$ cat config.mk
export PLATFORM = sky130hd
export DESIGN_NAME = game_frame_renderer
export DESIGN_NICKNAME = d
export VERILOG_FILES = /design/src/rtl/game_render_pkg.sv /design/src/rtl/vga_timing.sv /design/src/rtl/game_frame_renderer.sv
export SDC_FILE = /design/constraint.sdc
export NUM_CORES = 1
export LEC_CHECK = 0
export BUFFER_PORTS_ARGS = -buffer_cell sky130_fd_sc_hd__buf_2
export CAP_MARGIN = 10
export CELL_PAD_IN_SITES_DETAIL_PLACEMENT = 1
export CELL_PAD_IN_SITES_GLOBAL_PLACEMENT = 1
export CORE_MARGIN = 2
export CORE_UTILIZATION = 41
export DETAILED_ROUTE_END_ITERATION = 12
export GPL_TIMING_DRIVEN = 1
export PLACE_DENSITY = 0.88
export RECOVER_POWER = 100
export SLEW_MARGIN = 10
export SYNTH_ARGS = -nofsm -noshare
export SYNTH_HDL_FRONTEND = slang
export SYNTH_SLANG_ARGS = --single-unit
$ cat constraint.sdc
create_clock -name clk -period 5.18 [get_ports clk]
set_input_delay 1.554 -clock clk [delete_from_list [all_inputs] [get_ports clk]]
set_output_delay 1.554 -clock clk [all_outputs]
set_load 0.02 [all_outputs]
$ cat src/rtl/game_render_pkg.sv
// Shared raster timing defaults, object sizes and colour constants for the
// frame renderer and the game core.
package game_render_pkg;

  // Default 1024x768 raster timing
  localparam int unsigned H_VIS_DEF  = 1024;
  localparam int unsigned H_FP_DEF   = 24;
  localparam int unsigned H_SYNC_DEF = 136;
  localparam int unsigned H_BP_DEF   = 160;
  localparam int unsigned V_VIS_DEF  = 768;
  localparam int unsigned V_FP_DEF   = 3;
  localparam int unsigned V_SYNC_DEF = 6;
  localparam int unsigned V_BP_DEF   = 29;

  // Total period of a line or frame from its four timing segments
  function automatic int unsigned raster_total(input int unsigned vis, input int unsigned fp,
                                               input int unsigned sync, input int unsigned bp);
    return vis + fp + sync + bp;
  endfunction

  localparam int unsigned H_TOT_DEF = raster_total(H_VIS_DEF, H_FP_DEF, H_SYNC_DEF, H_BP_DEF);
  localparam int unsigned V_TOT_DEF = raster_total(V_VIS_DEF, V_FP_DEF, V_SYNC_DEF, V_BP_DEF);

  // Coordinate width and object sizes, shared with the game core
  localparam int unsigned COORD_W_DEF  = 11;
  localparam int unsigned PLAT_W_DEF   = 100;
  localparam int unsigned PLAT_H_DEF   = 30;
  localparam int unsigned DOODLE_W_DEF = 80;
  localparam int unsigned DOODLE_H_DEF = 80;

  typedef struct packed {
    logic [3:0] r;
    logic [3:0] g;
    logic [3:0] b;
  } rgb_t;

  localparam rgb_t C_BLACK   = rgb_t'(12'h000);
  localparam rgb_t C_RED     = rgb_t'(12'hF00);
  localparam rgb_t C_YELLOW  = rgb_t'(12'hFF0);
  localparam rgb_t C_GREEN   = rgb_t'(12'h0F0);
  localparam rgb_t C_SKY     = rgb_t'(12'h8CF);
  localparam rgb_t C_MAGENTA = rgb_t'(12'hF0F);
  localparam rgb_t C_WHITE   = rgb_t'(12'hFFF);

endpackage

$ cat src/rtl/vga_timing.sv
// Raster timing generator: horizontal/vertical counters, raw active-low syncs,
// display enable and the once-per-frame snapshot strobe.
module vga_timing
  import game_render_pkg::*;
#(
  parameter int unsigned H_VIS  = H_VIS_DEF,
  parameter int unsigned H_FP   = H_FP_DEF,
  parameter int unsigned H_SYNC = H_SYNC_DEF,
  parameter int unsigned H_BP   = H_BP_DEF,
  parameter int unsigned V_VIS  = V_VIS_DEF,
  parameter int unsigned V_FP   = V_FP_DEF,
  parameter int unsigned V_SYNC = V_SYNC_DEF,
  parameter int unsigned V_BP   = V_BP_DEF,
  parameter int unsigned CNT_W  = COORD_W_DEF
) (
  input  logic             clk,
  input  logic             reset,
  output logic [CNT_W-1:0] h_cnt_o,
  output logic [CNT_W-1:0] v_cnt_o,
  output logic             hs_n_o,
  output logic             vs_n_o,
  output logic             de_o,
  output logic             snap_o
);

  localparam int unsigned H_TOT = raster_total(H_VIS, H_FP, H_SYNC, H_BP);
  localparam int unsigned V_TOT = raster_total(V_VIS, V_FP, V_SYNC, V_BP);

  localparam logic [CNT_W-1:0] H_LAST    = CNT_W'(H_TOT - 1);
  localparam logic [CNT_W-1:0] V_LAST    = CNT_W'(V_TOT - 1);
  localparam logic [CNT_W-1:0] H_VIS_C   = CNT_W'(H_VIS);
  localparam logic [CNT_W-1:0] V_VIS_C   = CNT_W'(V_VIS);
  localparam logic [CNT_W-1:0] V_PRE_SNP = CNT_W'(V_VIS - 1);
  localparam logic [CNT_W-1:0] HS_BEG    = CNT_W'(H_VIS + H_FP);
  localparam logic [CNT_W-1:0] HS_END    = CNT_W'(H_VIS + H_FP + H_SYNC);
  localparam logic [CNT_W-1:0] VS_BEG    = CNT_W'(V_VIS + V_FP);
  localparam logic [CNT_W-1:0] VS_END    = CNT_W'(V_VIS + V_FP + V_SYNC);

  logic [CNT_W-1:0] h_cnt_q, h_cnt_d;
  logic [CNT_W-1:0] v_cnt_q, v_cnt_d;
  logic             snap_q, snap_d;

  // Next raster position; the strobe is decoded on the last pixel before
  // (0, V_VIS) so that, once registered, it is high exactly on that position.
  always_comb begin
    h_cnt_d = h_cnt_q + 1'b1;
    v_cnt_d = v_cnt_q;
    if (h_cnt_q == H_LAST) begin
      h_cnt_d = '0;
      v_cnt_d = (v_cnt_q == V_LAST) ? '0 : v_cnt_q + 1'b1;
    end
    snap_d = (h_cnt_q == H_LAST) && (v_cnt_q == V_PRE_SNP);
  end

  // Raster counters and snapshot strobe
  always_ff @(posedge clk or posedge reset) begin
    if (reset) begin
      h_cnt_q <= '0;
      v_cnt_q <= '0;
      snap_q  <= 1'b0;
    end else begin
      h_cnt_q <= h_cnt_d;
      v_cnt_q <= v_cnt_d;
      snap_q  <= snap_d;
    end
  end

  // Raw timing decoded from the current counter values
  always_comb begin
    h_cnt_o = h_cnt_q;
    v_cnt_o = v_cnt_q;
    hs_n_o  = !((h_cnt_q >= HS_BEG) && (h_cnt_q < HS_END));
    vs_n_o  = !((v_cnt_q >= VS_BEG) && (v_cnt_q < VS_END));
    de_o    = (h_cnt_q < H_VIS_C) && (v_cnt_q < V_VIS_C);
    snap_o  = snap_q;
  end

endmodule

$ cat src/rtl/game_frame_renderer.sv
// Game frame renderer: snapshots object positions during vertical blanking and
// produces a 2-stage pipelined VGA pixel stream (hit test, then colour mux).
// Optional macro HITBOX_DEBUG_EN: draws the doodle as a magenta outline and
// platform outlines in white instead of solid fills.
module game_frame_renderer
  import game_render_pkg::*;
#(
  parameter int unsigned H_VIS    = H_VIS_DEF,
  parameter int unsigned H_FP     = H_FP_DEF,
  parameter int unsigned H_SYNC   = H_SYNC_DEF,
  parameter int unsigned H_BP     = H_BP_DEF,
  parameter int unsigned V_VIS    = V_VIS_DEF,
  parameter int unsigned V_FP     = V_FP_DEF,
  parameter int unsigned V_SYNC   = V_SYNC_DEF,
  parameter int unsigned V_BP     = V_BP_DEF,
  parameter int unsigned COORD_W  = COORD_W_DEF,
  parameter int unsigned PLAT_W   = PLAT_W_DEF,
  parameter int unsigned PLAT_H   = PLAT_H_DEF,
  parameter int unsigned DOODLE_W = DOODLE_W_DEF,
  parameter int unsigned DOODLE_H = DOODLE_H_DEF
) (
  input  logic               clk,
  input  logic               reset,
  input  logic [COORD_W-1:0] platform_h_0,
  input  logic [COORD_W-1:0] platform_h_1,
  input  logic [COORD_W-1:0] platform_h_2,
  input  logic [COORD_W-1:0] platform_h_3,
  input  logic [COORD_W-1:0] platform_v_0,
  input  logic [COORD_W-1:0] platform_v_1,
  input  logic [COORD_W-1:0] platform_v_2,
  input  logic [COORD_W-1:0] platform_v_3,
  input  logic [COORD_W-1:0] doodle_h,
  input  logic [COORD_W-1:0] doodle_v,
  input  logic               game_over,
  output logic [3:0]         vga_r,
  output logic [3:0]         vga_g,
  output logic [3:0]         vga_b,
  output logic               vga_hs,
  output logic               vga_vs,
  output logic               vga_de,
  output logic               frame_start
);

  // One extra bit so right/bottom edges past the raster never wrap
  localparam int unsigned XW = COORD_W + 1;

  logic [COORD_W-1:0] h_cnt, v_cnt;
  logic               hs_raw, vs_raw, de_raw, snap;

  vga_timing #(
    .H_VIS (H_VIS),
    .H_FP  (H_FP),
    .H_SYNC(H_SYNC),
    .H_BP  (H_BP),
    .V_VIS (V_VIS),
    .V_FP  (V_FP),
    .V_SYNC(V_SYNC),
    .V_BP  (V_BP),
    .CNT_W (COORD_W)
  ) u_timing (
    .clk    (clk),
    .reset  (reset),
    .h_cnt_o(h_cnt),
    .v_cnt_o(v_cnt),
    .hs_n_o (hs_raw),
    .vs_n_o (vs_raw),
    .de_o   (de_raw),
    .snap_o (snap)
  );

  // Object rectangle test; objects anchored outside the visible area never hit
  function automatic logic in_box(input logic [XW-1:0] x, input logic [XW-1:0] y,
                                  input logic [XW-1:0] ox, input logic [XW-1:0] oy,
                                  input logic [XW-1:0] ow, input logic [XW-1:0] oh);
    return (ox < XW'(H_VIS)) && (oy < XW'(V_VIS)) &&
           (x >= ox) && (x < ox + ow) && (y >= oy) && (y < oy + oh);
  endfunction

`ifdef HITBOX_DEBUG_EN
  // True on the 1-pixel border of a rectangle already known to contain (x,y)
  function automatic logic on_border(input logic [XW-1:0] x, input logic [XW-1:0] y,
                                     input logic [XW-1:0] ox, input logic [XW-1:0] oy,
                                     input logic [XW-1:0] ow, input logic [XW-1:0] oh);
    return (x == ox) || (x == ox + ow - XW'(1)) || (y == oy) || (y == oy + oh - XW'(1));
  endfunction
`endif

  logic [3:0][COORD_W-1:0] plat_h_in, plat_v_in;
  logic [3:0][COORD_W-1:0] plat_h_q, plat_v_q;
  logic [COORD_W-1:0]      doodle_h_q, doodle_v_q;
  logic                    game_over_q;

  // Gather the platform inputs so they can be handled in loops
  always_comb begin
    plat_h_in = {platform_h_3, platform_h_2, platform_h_1, platform_h_0};
    plat_v_in = {platform_v_3, platform_v_2, platform_v_1, platform_v_0};
  end

  // Shadow registers, loaded only on the snapshot strobe so a frame never tears
  always_ff @(posedge clk or posedge reset) begin
    if (reset) begin
      plat_h_q    <= '0;
      plat_v_q    <= '0;
      doodle_h_q  <= '0;
      doodle_v_q  <= '0;
      game_over_q <= 1'b0;
    end else if (snap) begin
      plat_h_q    <= plat_h_in;
      plat_v_q    <= plat_v_in;
      doodle_h_q  <= doodle_h;
      doodle_v_q  <= doodle_v;
      game_over_q <= game_over;
    end
  end

  logic [XW-1:0] px, py;
  logic          plat_hit_d, doodle_hit_d;
`ifdef HITBOX_DEBUG_EN
  logic          plat_edge_d, doodle_edge_d;
`endif

  // Stage 1 hit flags for the current raster position
  always_comb begin
    px         = {1'b0, h_cnt};
    py         = {1'b0, v_cnt};
    plat_hit_d = 1'b0;
`ifdef HITBOX_DEBUG_EN
    plat_edge_d = 1'b0;
`endif
    for (int unsigned i = 0; i < 4; i++) begin
      if (in_box(px, py, {1'b0, plat_h_q[i]}, {1'b0, plat_v_q[i]}, XW'(PLAT_W), XW'(PLAT_H))) begin
        plat_hit_d = 1'b1;
`ifdef HITBOX_DEBUG_EN
        if (on_border(px, py, {1'b0, plat_h_q[i]}, {1'b0, plat_v_q[i]}, XW'(PLAT_W), XW'(PLAT_H)))
          plat_edge_d = 1'b1;
`endif
      end
    end
    doodle_hit_d = in_box(px, py, {1'b0, doodle_h_q}, {1'b0, doodle_v_q},
                          XW'(DOODLE_W), XW'(DOODLE_H));
`ifdef HITBOX_DEBUG_EN
    doodle_edge_d = doodle_hit_d &&
                    on_border(px, py, {1'b0, doodle_h_q}, {1'b0, doodle_v_q},
                              XW'(DOODLE_W), XW'(DOODLE_H));
`endif
  end

  logic hs_s1_q, vs_s1_q, de_s1_q, go_s1_q, plat_s1_q;
`ifdef HITBOX_DEBUG_EN
  logic plat_edge_s1_q, doodle_edge_s1_q;
`else
  logic doodle_s1_q;
`endif

  // Stage 1 registers: hit flags plus matching delay of raw timing
  always_ff @(posedge clk or posedge reset) begin
    if (reset) begin
      hs_s1_q          <= 1'b1;
      vs_s1_q          <= 1'b1;
      de_s1_q          <= 1'b0;
      go_s1_q          <= 1'b0;
      plat_s1_q        <= 1'b0;
`ifdef HITBOX_DEBUG_EN
      plat_edge_s1_q   <= 1'b0;
      doodle_edge_s1_q <= 1'b0;
`else
      doodle_s1_q      <= 1'b0;
`endif
    end else begin
      hs_s1_q          <= hs_raw;
      vs_s1_q          <= vs_raw;
      de_s1_q          <= de_raw;
      go_s1_q          <= game_over_q;
      plat_s1_q        <= plat_hit_d;
`ifdef HITBOX_DEBUG_EN
      plat_edge_s1_q   <= plat_edge_d;
      doodle_edge_s1_q <= doodle_edge_d;
`else
      doodle_s1_q      <= doodle_hit_d;
`endif
    end
  end

  rgb_t rgb_d, rgb_q;
  logic hs_q, vs_q, de_q;

  // Stage 2 priority colour select
  always_comb begin
    rgb_d = C_BLACK;
    if (!de_s1_q)             rgb_d = C_BLACK;
    else if (go_s1_q)         rgb_d = C_RED;
`ifdef HITBOX_DEBUG_EN
    else if (doodle_edge_s1_q) rgb_d = C_MAGENTA;
    else if (plat_edge_s1_q)   rgb_d = C_WHITE;
`else
    else if (doodle_s1_q)     rgb_d = C_YELLOW;
`endif
    else if (plat_s1_q)       rgb_d = C_GREEN;
    else                      rgb_d = C_SKY;
  end

  // Stage 2 registers driving the DAC
  always_ff @(posedge clk or posedge reset) begin
    if (reset) begin
      rgb_q <= C_BLACK;
      hs_q  <= 1'b1;
      vs_q  <= 1'b1;
      de_q  <= 1'b0;
    end else begin
      rgb_q <= rgb_d;
      hs_q  <= hs_s1_q;
      vs_q  <= vs_s1_q;
      de_q  <= de_s1_q;
    end
  end

  // Output mapping
  always_comb begin
    vga_r       = rgb_q.r;
    vga_g       = rgb_q.g;
    vga_b       = rgb_q.b;
    vga_hs      = hs_q;
    vga_vs      = vs_q;
    vga_de      = de_q;
    frame_start = snap;
  end

endmodule

# ---- After elaboration in Yosys (flattened, before gate mapping)
# Index checks and enable logic that the tools add are counted.
dict set report op_classes {
  add_sub_neg 12
  n_lt_le_gt_ge 36
  eq_ne 3
  n_mux 10
  reduce_logical 31
}
# cell count
set op_table {}
lappend op_table {{< comparator 11 x 12 -> 1 bit} 10}
lappend op_table {{>= comparator 11 bit} 10}
lappend op_table {{< comparator 11 x 10 -> 1 bit (second input constant)} 7}
lappend op_table {{< comparator 11 bit (second input constant)} 7}
lappend op_table {{adder 11 x 7 -> 12 bit (second input constant)} 6}
lappend op_table {{adder 11 x 5 -> 12 bit (second input constant)} 4}
lappend op_table {{two-way mux 12 bit} 4}
lappend op_table {{logical AND 1 bit} 29}
lappend op_table {{adder 11 x 1 -> 11 bit (second input constant)} 2}
lappend op_table {{== test 11 x 10 -> 1 bit (second input constant)} 2}
lappend op_table {{two-way mux 11 bit} 2}
lappend op_table {{== test 11 bit (second input constant)} 1}
lappend op_table {{>= comparator 11 x 10 -> 1 bit (second input constant)} 1}
lappend op_table {{>= comparator 11 bit (second input constant)} 1}
lappend op_table {{two-way mux 1 bit} 4}
lappend op_table {{logical NOT 1 bit} 2}
dict set report word_totals {
  ff_bits 155
  inputBits 113
  output_inout_bits 16
  elab_cells 118
}

# ---- Logic depth before layout (Yosys ltp)
dict set report logic_depth {
  ltp_word 10
  ltp_mapped 13
  ltp_nobuf 13
}

# ---- Hierarchy
# A second synthesis with hierarchy kept.
dict set report unflattened {
  hier_cells 1250
  hier_area_um2 11337.1
}
# module instances cells_per_inst area_per_inst_um2 seq_area_each_um2
set by_module_without_submodules {}
lappend by_module_without_submodules {game_frame_renderer 1 1126 10090.9 3133.0}
lappend by_module_without_submodules {vga_timing 1 124 1246.2 575.6}

# ---- Worst setup path before layout
# No wires, ideal clock.
dict set report synth_timing {
  kind {reg-to-reg}
  startpoint {reg plat_v_q[12] (netlist bit)}
  endpoint {reg plat_s1_q}
  setup_ns 0.139
  arrival_time_ns 2.432
  required_time_ns 5.041
  setup_slack_ns 2.610
  path_stages_with_launch 14
  n_path_buf 0
  synth_period_minus_slack_ns 2.570
  cell_sequence {dfrtp_1 inv_1 ha_1 nor3b_2 nor4_1 nand2_1 xnor2_1 ha_1 a21o_1 nand2_1 and3_1 o221ai_1 nor4b_1 or4_1}
}
dict set report synth_via {
  elab_chain_len 9
  word_cells_on_any_way 12
  classes_between {1 x add/sub; 3 x order compare; 3 x mux; 5 x reduce/logical}
}
# element line
set synth_rtl {}
lappend synth_rtl {{start, declared} game_frame_renderer.sv:89} ;# logic [3:0][COORD_W-1:0] plat_h_q, plat_v_q;
lappend synth_rtl {{start signal, assigned} game_frame_renderer.sv:109} ;# plat_v_q <= plat_v_in;
lappend synth_rtl {{branches (longest 5 deep; another with adder 11 x 5 -> 12 bit)} n/a}
lappend synth_rtl {{logical AND 1 bit (*)} game_frame_renderer.sv:76} ;# (x >= ox) && (x < ox + ow) && (y >= oy) && (y < oy + oh);
lappend synth_rtl {{two-way mux 1 bit (*) (3 in series)} game_frame_renderer.sv:131} ;# if (in_box(px, py, {1'b0, plat_h_q[i]}, {1'b0, plat_v_q[i]}, XW'(PLAT_W), XW'(PLAT_H))) begin
lappend synth_rtl {{via plat_hit_d} game_frame_renderer.sv:117} ;# logic plat_hit_d, doodle_hit_d;
lappend synth_rtl {{end signal, assigned} game_frame_renderer.sv:174} ;# plat_s1_q <= plat_hit_d;
lappend synth_rtl {{end, declared} game_frame_renderer.sv:148} ;# logic hs_s1_q, vs_s1_q, de_s1_q, go_s1_q, plat_s1_q;
# Mark *: on every way through the listed nets, which the timed path passes.
# A chain may end at the register's enable or synchronous reset.

# ---- Final worst setup path
dict set report layout_timing {
  startpoint {reg u_timing.snap_q, in the netlist u_timing.snap_o}
  endpoint {out frame_start}
}
# element line
set layout_lines {}
lappend layout_lines {{start, declared} vga_timing.sv:41} ;# logic snap_q, snap_d;
lappend layout_lines {{start signal, assigned} vga_timing.sv:64} ;# snap_q <= snap_d;
lappend layout_lines {{end, declared} game_frame_renderer.sv:41} ;# output logic frame_start
# No word-level cell between the ends.

==> results.yml <==
outcome:
  outcome: "complete, but fails checks"
  violated_checks: "max-capacitance violations, max-slew violations"
floorplanning:
  design.die.area_sq_um: 28800
  fp.dieH_um: 170
  core_area_sq_um: 27000
  num_io_pins: 129
  rows: 60
  die_w_um: 170
  initial_cell_density_of_the_core_pct: 41.8
sta:
  timing.slew.headroom_pct: -42.2
  fmax_ghz: 0.290
  rsz_0062_raised_after_global_routing: "no"
  finalSetupViolations: 0
  slew_violations: 239
  tightestPinTransition_ps: 2130
  layout_setup_ws_ps: 1730
  hold_viol_final: 0
  timing.final.crit_period_ps: 3450
  timing.final.crit_share_pct: 66.6
  fin_tns_setup_ps: 0
  worst_setup_skew_after_layout_ps: 8.03
critical_path:
  critPathMaxStageDelay_ps: 1140
  timing.critical_path.max_delay_family: "flip-flops"
  critPathLaunchType: "flip-flop"
  setup.worst_path.end_class: "primary output"
  cp.arrival_ps: 1900
  worstPathCellList: "clkbuf_1"
  critical_path_class: "flip-flop to primary output"
  worst_ep_required_time_ps: 3630
  critical-path-slowest-cell: "dfrtp_1"
  r2r_cells: 13
  timing.critical_path.depth: 1
  critical_path_buf_inv_count: 1
  worst-path-max-fanout: 38
place:
  gpl.final_weighted_congestion: 0.880
  dpl.hpwl_um: 24800
  dp_worst_setup_slack_ps: 2180
  portBuffers: 128
drt:
  wirelength_um: 34600
  antenna_violating_nets_post_route: 0
  wl_per_cell_um: 20.1
  drtPass1Iterations: 4
  route.detailed.drc: 0
  dr_total_vias: 10100
  routed_via_density: 5.84
  drt-initial-drc-count: 494
yosys:
  synth_nets: 1575
  synth.yosys.seq_area_share_pct: 32.9
  post_synth_num_cell_types: 58
  asyncSetResetFlopFracSynth_pct: 100
  synth_register_bits: 148
  syn-instance-count: 1248
  synth_area_sq_um: 11300
  yosysWarnings: 0
  synth_top_flop_cell: "dfrtp_1"
  number_of_enable_type_register_cells_in_the_synthesized_netlist: 0
  postSynthAreaPerCell_sq_um: 9.02
grt:
  maximum_number_of_pins_on_one_net_before_global_route_repair: 149
  grt_pass1_vias: 11200
  grt_antenna_before_repair: 0
  leftover_overflow_at_the_end_of_global_routing: 0
  grt_first_pass_wirelength_um: 56600
  grt_util_all_layers_pct: 24.9
clocking:
  clk-insertion-delay-late_ps: 440
  tritoncts: "yes"
  clk_pin_slew_worst_paths_ps: 60
  post-cts-setup-buffer-count: 0
  clock-sinks: 148
  largest_buffer_count_on_any_clock_path: 2
  post_cts_hold_fix_bufs: 0
  cts_root_buffer: "clkbuf_16"
  postCtsResizedCells: 0
  htree_num_levels: 4
  tritoncts.num_buffers: 17
cells_and_area:
  post_route_cells_drive_above_1_share_pct: 12.1
  fin_nets: 1695
  commonest_non_fill_non_tap_cell_in_the_layout: "ha_1"
  fillerInstances: 3188
  area.growth.synth_to_final_pct: 13.5
  top_library_cells_by_usage_in_the_layout_fill_and_taps_aside: "214 x ha_1, 152 x nand2_1, 149 x o21ai_0, 144 x dfrtp_1, 118 x inv_1"
  n_antenna_cell: 0
min_path:
  worst_hold_depth: 0
  hold_path.class: "flip-flop to flip-flop"
power:
  pwr_density_cell_nw_per_um2: 195
  worst_ir_drop_vdd_uv: 210
  power.leakage_nw: 6.60
job:
  timing.max_cap.violations: 2
power by group:
part           switching (W)  leakage [nW]  internal, W   total, W
logic              0.0000362          4.84    0.0000294  0.0000656
clock network       0.000540         0.266     0.000733    0.00127
registers                  0          1.49      0.00116    0.00116
registers in the layout, indices dropped and copies added, names as in the netlist:
signal,cells
doodle_v_q,11
vga_vs,1
u_timing.v_cnt_o,11
u_timing.snap_o,1
go_s1_q,1
doodle_h_q,11
vs_s1_q,1
u_timing.h_cnt_o,11
plat_s1_q,1
plat_h_q,44
vga_b,1
vga_de,1
doodle_s1_q,1
hs_s1_q,1
vga_hs,1
plat_v_q,44
vga_g,2
game_over_q,1
de_s1_q,1
vga_r,2
kinds of logic (layout without fill, tap and decap cells):
kind of cell               Yosys count  count (layout)  share of synthesized area, %
xor gates and xnor gates            80              80                          6.22
DFF                                148             148                          32.9
buffers and inverters              152             285                          5.31
AOI/OAI and AO/OA                  307             307                          16.5
and+or+nand+nor                    335             335                          14.0
adders and majority gates          214             214                          23.8
muxes                               12              12                          1.19
stage by stage:
stage / hold slack, ps / utilization, % / cell area, sq um / instances / total power, W
2_1_floorplan: 345 / - / 11300 / 1248 / 0.00119
3_3_place_gp: 347 / 45.4 / 12200 / 1690 / 0.00125
3_5_place_dp: 348 / 45.4 / 12200 / 1690 / 0.00125
4_1_cts: 357 / 47.6 / 12800 / 1722 / 0.00252
5_1_grt: 364 / 47.4 / 12800 / 1722 / 0.00257
6_report: 356 / 47.4 / 12800 / 1722 / 0.00249
final timing paths:
path                                  from           to  slack (ps)
hold / removal                     vs_s1_q       vga_vs         360
min in group asynchronous            reset     vga_r[3]        1850
max in group asynchronous            reset  plat_v_q[1]        1950
hold reg to reg                    vs_s1_q       vga_vs         360
setup / recovery           u_timing.snap_o  frame_start        1730
setup reg to reg              plat_v_q[12]    plat_s1_q        1970
synth_stat cells (all sizes together), types with 13 or more instances:
library cell,count,area [sq um]
nor3,28,145
nand3,21,105
o21ai,150,751
a21oi,50,250
a21o,19,143
dfrtp,144,3600
nor2,45,169
inv,119,447
nand2,152,571
clkbuf,24,90.1
nand4,25,156
nand2b,14,87.6
o21a,13,97.6
xnor2,72,631
ha,214,2680
area by class of cell:
type                       instances  area (sq um)  area share, %
clock buffer                      20           457           3.57
clock inverter                    12           131           1.03
inverter                         119           450           3.52
multi-input combinational        948          6950           54.4
sequential                       148          3710           29.0
tap                              341           427           3.34
timing repair buffer             134           657           5.14
routing by layer:
metal / track usage [%] / up-vias / routed length (um)
met3: 3.68 / 90 / 1450
met1: 28.6 / 5023 / 14200
li1: - / 4660 / -
met4: 9.85 / 0 / 1060
met5: 0 / - / 0
met2: 46.5 / 283 / 18000
Note: power is estimated with default switching activity, not from simulation.
